--- src/rtl/sr_w_pl_pkg.sv ---
// Shared definitions for the sr_w_pl shift/load register.
package sr_w_pl_pkg;

  // Operation select encoding
  localparam logic [1:0] SEL_HOLD = 2'b00;
  localparam logic [1:0] SEL_LOAD = 2'b01;
  localparam logic [1:0] SEL_SHR  = 2'b10;
  localparam logic [1:0] SEL_SHL  = 2'b11;

endpackage : sr_w_pl_pkg

--- src/rtl/sr_w_pl.sv ---
// N-bit register with hold, parallel load and logical shift right/left.
// OUT is driven straight from the register, so no input reaches it combinationally.
module sr_w_pl
  import sr_w_pl_pkg::*;
#(
  parameter int unsigned N = 8
) (
  output logic [N-1:0] OUT,
  input  logic         clk,
  input  logic [N-1:0] IN,
  input  logic [1:0]   sel,
  input  logic         rst
);

  logic [N-1:0] r_q;
  logic [N-1:0] r_d;

  // Next-state mux; unknown or unlisted sel values fall back to hold
  always_comb begin
    r_d = r_q;
    case (sel)
      SEL_HOLD: r_d = r_q;
      SEL_LOAD: r_d = IN;
      SEL_SHR:  r_d = {1'b0, r_q[N-1:1]};
      SEL_SHL:  r_d = {r_q[N-2:0], 1'b0};
      default:  r_d = r_q;
    endcase
  end

  // Register update; reset overrides every operation including load
  always_ff @(posedge clk) begin
    if (rst) begin
      r_q <= '0;
    end else begin
      r_q <= r_d;
    end
  end

  assign OUT = r_q;

endmodule : sr_w_pl

--- config.mk ---
export PLATFORM = sky130hd
export DESIGN_NAME = sr_w_pl
export DESIGN_NICKNAME = d
export VERILOG_FILES = /design/src/rtl/sr_w_pl_pkg.sv /design/src/rtl/sr_w_pl.sv
export SDC_FILE = /design/constraint.sdc
export NUM_CORES = 1
export LEC_CHECK = 0
export BUFFER_PORTS_ARGS = -buffer_cell sky130_fd_sc_hd__buf_2
export CAP_MARGIN = 20
export CORE_AREA = 3 3 40 42
export CTS_CLUSTER_SIZE = 28
export DETAILED_ROUTE_END_ITERATION = 10
export DIE_AREA = 0 0 43 45
export PLACE_DENSITY_LB_ADDON = 0.1
export SKIP_CTS_REPAIR_TIMING = 1
export SLEW_MARGIN = 30
export SYNTH_ARGS = -nofsm -noshare
export SYNTH_HDL_FRONTEND = slang
export SYNTH_SLANG_ARGS = --single-unit
--- constraint.sdc ---
create_clock -name clk -period 1.21 [get_ports clk]
set_input_delay 0.363 -clock clk [delete_from_list [all_inputs] [get_ports clk]]
set_output_delay 0.363 -clock clk [all_outputs]
set_load 0.02 [all_outputs]
Yosys cells after proc, flatten, opt, wreduce, memory -nomap -nowiden
Cells that the tools add are included.
W data, S select, Z words.
{"block": "totals", "output_inout_bits": 8, "latchBits": 0, "n_memories": 0, "romBits": 0, "reg_bits": 8, "wordCells": 6, "ram_bits": 0, "inputBits": 12}
{"block": "classes", "n_shift": 0, "n_div": 0, "mul": 0, "order_cmp": 0, "n_bitwise": 0, "add_sub_neg": 0, "eq_ne": 3, "mux": 1, "reduce_logical": 1}
{"op": "$pmux W8 S3", "n": 1}
{"op": "$eq A2 B2 Y1 const B", "n": 2}
{"op": "$eq A2 B1 Y1 const B", "n": 1}
{"op": "$logic_not A2 Y1", "n": 1}

Longest topological paths before layout
Gate-level depths: netlist (run 1).
{"block": "logic_depth", "depth_word": 2, "depth_mapped": 4, "mapped_depth_nobuf": 2}

Worst setup path after synthesis (run 1)
OpenSTA, ideal clock, no wires.
{"block": "synth_timing", "kind": "input -> register", "from": "input sel[0]", "to": "register r_q[0], in the netlist OUT[0]", "setup_ns": 0.125, "required_time_ns": 1.085, "path_slack_ns": 0.221, "cell_stages": 4, "t_arrival_ns": 0.864, "path_cell_list": "buf_6 buf_12 mux2i_1 o32ai_1"}
{"block": "synth_via", "elab_chain_cells": 2, "word_cells_on_any_way": 5}
{"element": "start, declared", "line_no": "sr_w_pl.sv:11", "text": "input logic [1:0] sel,"}
{"element": "$eq A2 B2 Y1 / $eq A2 B1 Y1 (equally long branches)", "line_no": "sr_w_pl.sv:21", "text": "case (sel)"}
{"element": "$pmux W8 S3", "line_no": "sr_w_pl.sv:21"}
{"element": "end signal, assigned", "line_no": "sr_w_pl.sv:35", "text": "r_q <= r_d;"}
{"element": "end, declared", "line_no": "sr_w_pl.sv:15", "text": "logic [N-1:0] r_q;"}
Several ways; a longest one is shown, not always the timed one.
A chain may end at the register's enable or synchronous reset.

Worst setup path in the final report (run 1)
{"block": "layout_timing", "from": "register r_q[6], in the netlist OUT[6]", "to": "output OUT[6]"}
{"element": "end, declared", "line_no": "sr_w_pl.sv:8", "text": "output logic [N-1:0] OUT,"}
No word-level cell between the ends.

==> results of run 1 <==
-- synthesized netlist by cell type (all sizes together) --
master  number  area share [%]
nand2        1            0.91
nand2b       1             1.5
mux2i       14              34
o21ai        1             1.2
nand4b       1             2.1
o22ai        6             9.1
dfxtp        8              39
o32ai        1             2.1
buf          3             8.8
or2          1             1.5
-- layout make-up --
type	count	area, µm²	share of cell area, %
clock buffer	3	22.52	4.176
multi-input combinational	26	216.5	40.14
sequential	8	161.4	29.93
tap	15	18.77	3.480
timing repair buffer	20	120.1	22.27
-- logic make-up (layout without fill, tap and decap cells) --
logic type / count (synthesis) / after routing / synth area share (%)
multiplexers: 14 / 14 / 33.94
AO/OA/AOI/OAI: 8 / 8 / 12.42
flip-flops: 8 / 8 / 38.79
AND/OR/NAND/NOR: 4 / 4 / 6.062
buffers and inverters: 3 / 23 / 8.787
-- through the flow --
stage | utilization [%] | setup slack [ps] | instance area (µm²)
6_report | 41.97 | 32.57 | 539.3
5_1_grt | 41.97 | 1.425 | 539.3
4_1_cts | 41.48 | 14.58 | 533.0
3_5_place_dp | 39.73 | 87.86 | 510.5
3_3_place_gp | 39.73 | 137.6 | 510.5
2_1_floorplan | - | 220.9 | 412.9
-- power groups by stage --
stage | clock network, µW | registers, µW | logic (µW)
2_1_floorplan | 0 | 310 | 64.0
3_3_place_gp | 0 | 295 | 115
3_5_place_dp | 0 | 296 | 118
4_1_cts | 214 | 290 | 118
5_1_grt | 218 | 293 | 129
6_report | 205 | 291 | 119
-- layer usage --
metal / GRT usage, % / vias to the layer above / share of wire [%]
li1: - / 184 / -
met1: 13.77 / 169 / 41
met2: 15.57 / 16 / 48
met3: 3.984 / 2 / 9.9
met4: 9.036 / 0 / 0.50
met5: 0 / - / 0
-- path summary, 6_finish.rpt --
path / start / depth (start not counted) / slack, ps / to
setup / recovery: OUT[6] / 1 / 30 / OUT[6]
hold / removal: rst / 2 / 360 / OUT[0]
setup reg to reg: OUT[1] / 2 / 440 / OUT[0]
hold reg to reg: OUT[1] / 2 / 520 / OUT[0]
==> flow_summary.toml, run 1 <==
[clock_tree]
cts.path.max_buffers = 2
htree_levels = 1
numCtsBuffers = 3
path_clk_slew_ps = 60
clk_latency_ps = 250
cts_tree = "done"
clockRootBuffer = "clkbuf_4"
cts.sinks = 8

[timing]
fmax_ghz = 0.8493
skew_ps = 3.778
post-route-min-period_ps = 1177
worst_hold_slack_ps = 358.5
finalCritPeriodShare_pct = 97.31
finalSetupTns_ps = 0
finalHoldViolCount = 0
slew_headroom_pct = 80.99
slew_violations = 0
rsz0062_at_grt = "no"
tightest_slew_ps = 285.2
finalSetupViolCount = 0

[critical_path]
cp-start-kind = "register"
cp_slowest_cell = "dfxtp_1"
cp-end-kind = "output port"
critPathMaxStageDelay_ps = 370
cp_top_family = "flip-flops"
cp_cell_sequence = "buf_2"
critPathArrivalTime_ps = 810
worst-path-buf-inv = 1
crit_type = "reg -> out"
required_ps = 850
cp_max_fo = 4

[power]
intPower_uw = 450.1
clockPowerShare_pct = 33.4
switching_power_uw = 165.1
p_comb_share_pct = 19.3
p_per_area_mw_per_mm2 = 1141
seqPwrFrac_pct = 47.3
vdd_drop_max_uv = 569.6
p_sw_share_pct = 26.84
power_uw = 615.2
leakage_uw = 0.0002653

[final_layout]
instances_no_fill = 72
largest_reg_flops = 8
fillers = 133
layout.nets = 71
antenna_cells = 0
layout_commonest_cell = "buf_2"
final_cell_mix = "buf_2, mux2i_1, dfxtp_1"
area.growth.synth_to_final_pct = 30.61
drive_above_1_share_pct = 42.11

[min_path]
hold_path_class = "in -> reg"

[die]
core_mm2 = 0.001285
fp.dieH_um = 45
die-area_mm2 = 0.001935
die_w_um = 43
io_pins = 20
start_util_pct = 32.13
rows = 13

[yosys]
avgSynthCellArea_um2 = 11.16
synth_cell_type_count = 12
synth-seq-cells = 8
yosys_warnings = 0
synth_nets = 49
synthCells = 37
ys_seq_area_share_pct = 38.79
synth_area_um2 = 412.9

[detailed_routing]
drt-initial-drc-count = 3
vias = 371
wl_per_cell_um = 13.85
drt-pass1-iter-count = 4
drc_errors = 0
routed_wl_um = 997
via_per_inst = 5.153
ant_nets = 0

[grt]
grt_pass1_wl_um = 1580
overflow = 0
grt_usage_pct = 11.17
grt_max_degree = 17
grt_pass1_vias = 358
antenna_found_initial = 0

[placed_design]
gp_congestion = 0.7244
post-place-cells = 69
portBuffers = 19

[run_status]
status = "complete, no violations"

[job]
maxCapViolCount = 0
Power figures use the tool's default switching activity.
==> inputs of run 2 (changes only) <==
Settings changed: RECOVER_POWER set to 100.
==> run 2 against run 1 <==
Against the previous run:
- die area unchanged
- utilization down 0.097 points
- hold slack better by 18 ps
- global-route usage unchanged
- register-to-register slack hardly changed
- first-iteration DRC count stayed put
- critical path type unchanged
- largest power group unchanged
==> flow_summary.toml, run 2 (synthesis results as in run 1) <==
[run_status]
status = "complete, no violations"

[critical_path]
cp-start-kind = "register"
crit_type = "reg -> out"
worst-path-buf-inv = 1
cp_max_fo = 4
critPathMaxStageDelay_ps = 380
cp-end-kind = "output port"
cp_cell_sequence = "buf_2"
cp_slowest_cell = "dfxtp_1"
required_ps = 850
cp_top_family = "flip-flops"
critPathArrivalTime_ps = 820

[timing]
finalSetupViolCount = 0
tightest_slew_ps = 474.8
finalSetupTns_ps = 0
finalHoldViolCount = 0
skew_ps = 5.475
finalCritPeriodShare_pct = 97.58
rsz0062_at_grt = "no"
slew_violations = 0
slew_headroom_pct = 68.35
fmax_ghz = 0.8470
post-route-min-period_ps = 1181

[final_layout]
largest_reg_flops = 8
layout_commonest_cell = "mux2i_1"
fillers = 134
stdcell_area_um2 = 538.0
antenna_cells = 0
area.growth.synth_to_final_pct = 30.30
multi_input_area_um2 = 216.5
layout.nets = 71
drive_above_1_share_pct = 40.35
regArea_um2 = 161.4
final_cell_mix = "mux2i_1, buf_2, dfxtp_1"

[grt]
overflow = 0
grt_pass1_vias = 358
antenna_found_initial = 0
grt_pass1_wl_um = 1580
grt_max_degree = 17
grt_usage_pct = 11.17

[detailed_routing]
drt-pass1-iter-count = 2
via_per_inst = 5.153
drt-initial-drc-count = 3
vias = 371
drc_errors = 0
routed_wl_um = 997
wl_per_cell_um = 13.85
ant_nets = 0

[die]
start_util_pct = 32.13
io_pins = 20
die_w_um = 43
die-area_mm2 = 0.001935
core_mm2 = 0.001285
rows = 13
fp.dieH_um = 45

[placed_design]
portBuffers = 19
dpl-instance-area_um2 = 510.5
gp_congestion = 0.7244

[clock_tree]
cts.sinks = 8
path_clk_slew_ps = 60
clk_latency_ps = 260
cts.path.max_buffers = 2
htree_levels = 1
cts_tree = "done"
clockRootBuffer = "clkbuf_4"
numCtsBuffers = 3

[job]
maxCapViolCount = 0

[min_path]
hold_path_class = "in -> reg"

[power]
p_per_area_mw_per_mm2 = 1146
vdd_drop_max_uv = 569.5
leakage_uw = 0.0002598
run 2: through the flow:
step                      total power [µW]  hold slack (ps)  std cells  util (%)  setup WS, ps
after floorplan                      374.2            477.3         37         -         220.9
after global placement               410.0            504.4         69     39.73         137.6
after detailed placement             414.5            515.7         69     39.73         87.86
after CTS                            622.5            353.6         72     41.48         14.58
after global routing                 638.9            414.1         72     41.87         1.425
final                                616.8            376.7         72     41.87         29.31
run 2: final timing paths:
check | to | slack, ps | startpoint | cells past startpoint
hold / removal | OUT[2] | 380 | IN[2] | 3
hold reg to reg | OUT[0] | 520 | OUT[1] | 2
setup reg to reg | OUT[0] | 440 | OUT[1] | 2
setup / recovery | OUT[6] | 30 | OUT[6] | 1
run 2: power breakdown:
part,internal [µW],switching [µW],total [µW]
clock,114,93.6,207
sequential,278,13.4,291
combinational,57.9,60.4,118
run 2: cell type report:
cell class,count,share of cell area [%]
Multi-Input combinational cell,26,40.23
Timing Repair Buffer,20,22.09
Sequential cell,8,30.00
Clock buffer,3,4.186
Tap cell,15,3.488
run 2: metal layers:
layer,up-vias,track usage (%),routed length [µm]
met2,12,15.57,487
met4,0,9.036,5
li1,184,-,-
met1,173,13.77,416
met3,2,3.984,87
met5,-,0,0
